**config.mk**
```make
export PLATFORM = sky130hd
export DESIGN_NAME = zone_spi_tx
export DESIGN_NICKNAME = d
export VERILOG_FILES = /design/src/rtl/zone_spi_tx.sv
export SDC_FILE = /design/constraint.sdc
export NUM_CORES = 1
export LEC_CHECK = 0
export ABC_AREA = 1
export BUFFER_PORTS_ARGS = -buffer_cell sky130_fd_sc_hd__buf_2
export CAP_MARGIN = 20
export CORE_ASPECT_RATIO = 1.4
export CORE_MARGIN = 1.5
export CORE_UTILIZATION = 45
export CTS_CLUSTER_DIAMETER = 120
export DETAILED_ROUTE_END_ITERATION = 8
export HOLD_SLACK_MARGIN = 0.12
export PLACE_DENSITY = 0.6
export SLEW_MARGIN = 0
export SYNTH_ARGS = -nofsm -noshare
export SYNTH_HDL_FRONTEND = slang
export SYNTH_SLANG_ARGS = --single-unit
```
**constraint.sdc**
```tcl
create_clock -name clk -period 4.5 [get_ports clk]
set_clock_uncertainty 0.2 [all_clocks]
set_input_delay 1.125 -clock clk [delete_from_list [all_inputs] [get_ports clk]]
set_output_delay 1.125 -clock clk [all_outputs]
set_load 0.01 [all_outputs]
```
**src/rtl/zone_spi_tx.sv**
```systemverilog
// Zone-average ping-pong buffer and SPI mode-0 master.
// Each completed set of AREA_NUM bytes goes out as HEADER followed by the zone bytes, MSB first.
module zone_spi_tx #(
    parameter int unsigned AREA_NUM = 24,
    parameter int unsigned CLK_DIV  = 4,
    parameter logic [7:0]  HEADER   = 8'hA5,
    parameter int unsigned GAP_CYC  = 8
) (
    input  logic       clk,
    input  logic       rst_n,
    input  logic       i_v_sync,
    input  logic [7:0] i_data,
    input  logic       i_data_en,
    output logic       spi_sclk,
    output logic       spi_cs_n,
    output logic       spi_mosi,
    output logic       o_busy,
    output logic       o_frame_done,
    output logic       o_overrun
);
    localparam int unsigned IW   = $clog2(AREA_NUM);
    localparam int unsigned BW   = $clog2(AREA_NUM + 1);
    localparam int unsigned CMAX = (CLK_DIV > GAP_CYC) ? CLK_DIV : GAP_CYC;
    localparam int unsigned CW   = $clog2(CMAX + 1);

    typedef enum logic [2:0] {IDLE, SETUP, SHIFT, HOLD, GAP} state_t;

    state_t        state, state_nx;
    logic [CW-1:0] cnt, cnt_nx;
    logic          phase, phase_nx;
    logic [2:0]    bit_cnt, bit_nx;
    logic [BW-1:0] byte_cnt, byte_nx;

    logic [7:0]    mem [2][AREA_NUM];
    logic [IW-1:0] wr_idx, wr_pos;
    logic          wr_bank, rd_bank, pending, vs_q;
    logic          vs_rise, wr_ok, wr_last, start;
    logic [BW-1:0] rd_sel;
    logic [7:0]    cur_byte;
    logic          cur_bit;

    assign vs_rise = i_v_sync & ~vs_q;
    assign wr_ok   = i_data_en & ~pending;
    assign wr_pos  = vs_rise ? '0 : wr_idx;
    assign wr_last = wr_ok && (wr_pos == IW'(AREA_NUM - 1));
    // A pending set launches straight out of GAP so the link never idles with data waiting.
    assign start   = ((state == IDLE) && (pending || wr_last)) ||
                     ((state == GAP) && (cnt == CW'(GAP_CYC - 1)) && pending);

    always_ff @(posedge clk or negedge rst_n) begin
        if (!rst_n) begin
            vs_q    <= 1'b0;
            wr_idx  <= '0;
            wr_bank <= 1'b0;
            rd_bank <= 1'b0;
            pending <= 1'b0;
        end else begin
            vs_q <= i_v_sync;
            if (wr_ok)
                wr_idx <= wr_last ? '0 : wr_pos + IW'(1);
            else if (vs_rise)
                wr_idx <= '0;
            if (start) begin
                rd_bank <= wr_bank;
                wr_bank <= ~wr_bank;
                pending <= 1'b0;
            end else if (wr_last) begin
                pending <= 1'b1;
            end
        end
    end

    always_ff @(posedge clk) begin
        if (wr_ok)
            mem[wr_bank][wr_pos] <= i_data;
    end

    assign rd_sel   = (byte_cnt == '0) ? '0 : byte_cnt - BW'(1);
    assign cur_byte = (byte_cnt == '0) ? HEADER : mem[rd_bank][rd_sel[IW-1:0]];
    assign cur_bit  = cur_byte[3'd7 - bit_cnt];

    always_comb begin
        state_nx = state;
        cnt_nx   = cnt;
        phase_nx = phase;
        bit_nx   = bit_cnt;
        byte_nx  = byte_cnt;
        case (state)
            IDLE: ;
            SETUP: begin
                if (cnt == CW'(CLK_DIV - 1)) begin
                    state_nx = SHIFT;
                    cnt_nx   = '0;
                end else begin
                    cnt_nx = cnt + CW'(1);
                end
            end
            SHIFT: begin
                if (cnt == CW'(CLK_DIV - 1)) begin
                    cnt_nx   = '0;
                    phase_nx = ~phase;
                    if (phase) begin
                        if (bit_cnt == 3'd7) begin
                            bit_nx = '0;
                            if (byte_cnt == BW'(AREA_NUM))
                                state_nx = HOLD;
                            else
                                byte_nx = byte_cnt + BW'(1);
                        end else begin
                            bit_nx = bit_cnt + 3'd1;
                        end
                    end
                end else begin
                    cnt_nx = cnt + CW'(1);
                end
            end
            HOLD: begin
                if (cnt == CW'(CLK_DIV - 1)) begin
                    state_nx = GAP;
                    cnt_nx   = '0;
                end else begin
                    cnt_nx = cnt + CW'(1);
                end
            end
            GAP: begin
                if (cnt == CW'(GAP_CYC - 1)) begin
                    state_nx = IDLE;
                    cnt_nx   = '0;
                end else begin
                    cnt_nx = cnt + CW'(1);
                end
            end
            default: state_nx = IDLE;
        endcase
        if (start) begin
            state_nx = SETUP;
            cnt_nx   = '0;
            phase_nx = 1'b0;
            bit_nx   = '0;
            byte_nx  = '0;
        end
    end

    // Pin outputs are registered from the current state, so they trail the FSM by one cycle.
    always_ff @(posedge clk or negedge rst_n) begin
        if (!rst_n) begin
            state        <= IDLE;
            cnt          <= '0;
            phase        <= 1'b0;
            bit_cnt      <= '0;
            byte_cnt     <= '0;
            spi_sclk     <= 1'b0;
            spi_cs_n     <= 1'b1;
            spi_mosi     <= 1'b0;
            o_busy       <= 1'b0;
            o_frame_done <= 1'b0;
            o_overrun    <= 1'b0;
        end else begin
            state        <= state_nx;
            cnt          <= cnt_nx;
            phase        <= phase_nx;
            bit_cnt      <= bit_nx;
            byte_cnt     <= byte_nx;
            spi_sclk     <= (state == SHIFT) && phase;
            spi_cs_n     <= !(state inside {SETUP, SHIFT, HOLD});
            if (state == SETUP || state == SHIFT)
                spi_mosi <= cur_bit;
            else if (state != HOLD)
                spi_mosi <= 1'b0;
            o_busy       <= (state != IDLE);
            o_frame_done <= (state == GAP) && (cnt == '0);
            o_overrun    <= i_data_en & pending;
        end
    end
endmodule

```
==> metrics.txt <==
# TYPE chip_impl_metric gauge
chip_impl_info{name="run_status",value="complete, no violations"} 1
chip_impl_metric{name="drive_above_1_share",unit="%"} 9.99
chip_impl_metric{name="layout-area-overhead-vs-synth",unit="%"} 11.1
chip_impl_metric{name="fin_cells",unit=""} 2220
chip_impl_metric{name="crit_arrival",unit="ps"} 3760
chip_impl_metric{name="synth_area",unit="um^2"} 17900
chip_impl_metric{name="placed_cell_area",unit="um^2"} 18600
chip_impl_metric{name="synth_seq_cells",unit=""} 415
chip_impl_metric{name="placed_cells_incl_taps",unit=""} 2149
chip_impl_metric{name="final_net_count",unit=""} 1687
chip_impl_metric{name="cts_made_buffers",unit=""} 38
chip_impl_info{name="hold_class",value="register to register"} 1
chip_impl_metric{name="ios",unit=""} 18
chip_impl_metric{name="yosys_warnings",unit=""} 0
chip_impl_metric{name="hold_slack",unit="ps"} 311
chip_impl_metric{name="hold_viol_final",unit=""} 0
chip_impl_metric{name="post_layout_inst_area",unit="um^2"} 19900
chip_impl_metric{name="postSynthCellCount",unit=""} 1644
chip_impl_metric{name="layout_worst_path_cycle_share",unit="%"} 77.2
chip_impl_metric{name="tightest_slew",unit="ps"} 1080
chip_impl_info{name="leading_area_contributor_after_synthesis",value="edfxtp_1"} 1
chip_impl_metric{name="leakage",unit="nW"} 7.41
chip_impl_metric{name="initial_cell_density_of_the_core",unit="%"} 45.6
chip_impl_metric{name="syn-num-nets",unit=""} 1667
chip_impl_metric{name="cts_hold_repair.buffers",unit=""} 0
chip_impl_metric{name="wire_per_inst",unit="um"} 20.7
chip_impl_info{name="clock_tree_from_tritoncts",value="built"} 1
chip_impl_metric{name="clock_path_buffers",unit=""} 3
chip_impl_metric{name="antenna_violation_net_count_after_detailed_routing",unit=""} 0
chip_impl_metric{name="routed_wirelength",unit="um"} 46000
chip_impl_metric{name="groute.usage.overall",unit="%"} 23.3
chip_impl_metric{name="final.setup.worst_slack",unit="ps"} 1030
chip_impl_metric{name="worst_ir_drop_vdd",unit="uV"} 354
chip_impl_metric{name="grt-ovfl-total",unit=""} 0
chip_impl_metric{name="dieArea",unit="um^2"} 41000
chip_impl_metric{name="clk_pin_slew_worst_paths",unit="ps"} 70
chip_impl_metric{name="first_pass_iters",unit=""} 5
chip_impl_metric{name="cp_max_fo",unit=""} 105
chip_impl_info{name="final_cell_mix",value="edfxtp_1 (384), nor2_1 (335), nand2_1 (274)"} 1
chip_impl_info{name="mostFrequentLayoutCell",value="edfxtp_1"} 1
chip_impl_metric{name="die_h",unit="um"} 239
chip_impl_metric{name="setup_tns",unit="ps"} 0
chip_impl_info{name="synth_ff_type",value="edfxtp_1"} 1
chip_impl_metric{name="final.min_clock_period",unit="ps"} 3470
chip_impl_info{name="critPathKind",value="register to register"} 1
chip_impl_metric{name="post_cts.resized_instances",unit=""} 0
chip_impl_metric{name="synth_sequential_area_ratio",unit="%"} 68.8
chip_impl_metric{name="grt_start_max_net_pins",unit=""} 106
chip_impl_metric{name="dp_worst_setup_slack",unit="ps"} 777
chip_impl_info{name="timing.critical_path.to_type",value="register"} 1
chip_impl_metric{name="avgSynthCellArea",unit="um^2"} 10.9
chip_impl_metric{name="vias_per_cell",unit=""} 5.43
chip_impl_metric{name="synth_top_area_share",unit="%"} 64.4
chip_impl_metric{name="power_density",unit="nW/um^2"} 391
chip_impl_metric{name="initialDrtViolationCount",unit=""} 1018
chip_impl_metric{name="worst_ep_required_time",unit="ps"} 4780
chip_impl_metric{name="num_rows",unit=""} 86
chip_impl_info{name="post_synth_main_area_contributors",value="edfxtp_1 (64%), nor2_1 (7.0%), nand3_1 (5.9%)"} 1
chip_impl_metric{name="max_cap_viol_count",unit=""} 0
chip_impl_metric{name="numClockSinks",unit=""} 415
chip_impl_metric{name="netlist-cell-type-count",unit=""} 41
chip_impl_metric{name="vias",unit=""} 12100
chip_impl_metric{name="maxSlewHeadroom",unit="%"} 28.0
chip_impl_metric{name="grt_pass1_wl",unit="um"} 71400
chip_impl_info{name="grt_setup_unrepaired",value="no"} 1
chip_impl_metric{name="worst_skew_pair.late_latency",unit="ps"} 540
chip_impl_info{name="worstSetupStartpointType",value="register"} 1
chip_impl_metric{name="antenna_found_initial",unit=""} 0
chip_impl_metric{name="ffs_w_async_s_r_synth",unit="%"} 7.47
chip_impl_metric{name="number_of_diodes",unit=""} 0
chip_impl_metric{name="die_w",unit="um"} 172
chip_impl_info{name="cts-root-buf",value="clkbuf_16"} 1
chip_impl_metric{name="port-buffer-count",unit=""} 17
chip_impl_metric{name="synth_enable_flop_cells",unit=""} 384
chip_impl_metric{name="cts.repair_timing.setup_buffer_count",unit=""} 0
chip_impl_metric{name="post-route-drc-count",unit=""} 0
chip_impl_metric{name="fmaxAchievable",unit="MHz"} 288
chip_impl_metric{name="timing.final.setup_violations",unit=""} 0
chip_impl_metric{name="dp_hpwl",unit="um"} 27700
chip_impl_metric{name="cts.htree.levels",unit=""} 2
chip_impl_metric{name="placeableCoreArea",unit="um^2"} 39300
chip_impl_metric{name="via_count_of_the_first_global_routing_pass",unit=""} 12100
chip_impl_metric{name="drv_slew",unit=""} 0
chip_impl_metric{name="gpl.final_weighted_congestion",unit=""} 0.886
-- cells in the mapped netlist, types with 2 or more instances --
cell type	instances
clkinv_1	2
or2_2	17
xor2_1	4
buf_2	46
o21ai_0	70
buf_1	4
dfrtp_1	30
o31ai_1	3
edfxtp_1	384
a21boi_0	14
ha_1	11
nand2_2	2
buf_6	8
nand2_4	2
a31oi_1	3
nand4_1	19
buf_4	7
nor3_1	34
nand2_1	274
clkbuf_1	22
inv_1	82
o21ai_1	2
xnor2_1	2
nand3_1	212
a21oi_1	18
nor2_1	335
o211ai_1	7
inv_2	8
nor2_2	10
-- registers in the layout, summed over array words and instances (netlist names) --
register      cells
o_busy            1
wr_idx            5
cnt               4
o_overrun         1
rd_bank           1
phase             1
o_frame_done      1
state             3
spi_mosi          1
spi_sclk          1
byte_cnt          5
bit_cnt           3
wr_bank           1
mem             384
pending           1
spi_cs_n          1
vs_q              1
-- cells by family (layout without fill, tap and decap cells) --
family / Yosys count / after routing / synth area share, %
compound gates: 122 / 122 / 3.85
simple gates: 909 / 909 / 21.7
buf+inv: 179 / 227 / 4.56
mux: 2 / 2 / 0.119
fa+ha+maj: 11 / 11 / 0.769
xor+xnor: 6 / 6 / 0.294
flops: 415 / 415 / 68.8
-- metal layers --
layer  vias to the layer above  global-route usage [%]  part of all wire [%]
li1                       5679                       -                     -
met1                      5924                    29.6                    41
met2                       363                    39.8                    51
met3                        92                    2.83                   4.8
met4                         0                    10.1                   3.6
met5                         -                       0                     0
-- where the power goes --
group | switching [W] | total [W] | internal (W)
Combinational | 0.000185 | 0.000222 | 0.0000368
Sequential | 0.0000157 | 0.00430 | 0.00428
Clock | 0.00139 | 0.00326 | 0.00188
-- worst max-delay path: stages (launching register included) --
cell and delay [ps]:
dfrtp_4 730, inv_6 740, buf_12 300, nor2_1 50, o21ai_0 340, nand3_1 120, nand3_1 110, nand3_1 120
nand2_1 100, clkinv_1 60, nand2_1 50, nand3_1 70, nand2_1 80, nand2_1 50, nand2_1 50, nand3_1 70
nand2_1 60
-- layout make-up --
class | count | area [um^2]
fill | 3480 | 19400
sequential | 415 | 12300
multi-input combinational | 1050 | 4780
clock buffer | 53 | 1060
tap | 528 | 661
timing repair buffer | 67 | 548
inverter | 92 | 350
clock inverter | 15 | 178
-- worst paths after layout --
path,to,cells after the start,slack (ps),from
max,spi_mosi$_DFFE_PN0P_,16,1030,rd_bank$_DFFE_PN0P_
min,cnt[3]$_DFFE_PN0P_,1,310,cnt[3]$_DFFE_PN0P_
max reg2reg,spi_mosi$_DFFE_PN0P_,16,1030,rd_bank$_DFFE_PN0P_
min reg2reg,cnt[3]$_DFFE_PN0P_,1,310,cnt[3]$_DFFE_PN0P_
max in group asynchronous,rd_bank$_DFFE_PN0P_,1,3100,rst_n
min in group asynchronous,cnt[2]$_DFFE_PN0P_,1,440,rst_n
-- stage by stage --
stage                     util [%]  power, W
after floorplan                  -   0.00446
after global placement        47.3   0.00459
after detailed placement      47.3   0.00460
after CTS                     50.5   0.00782
after global routing          50.6   0.00799
final                         50.6   0.00778
Note: power is estimated with default switching activity, not from simulation.
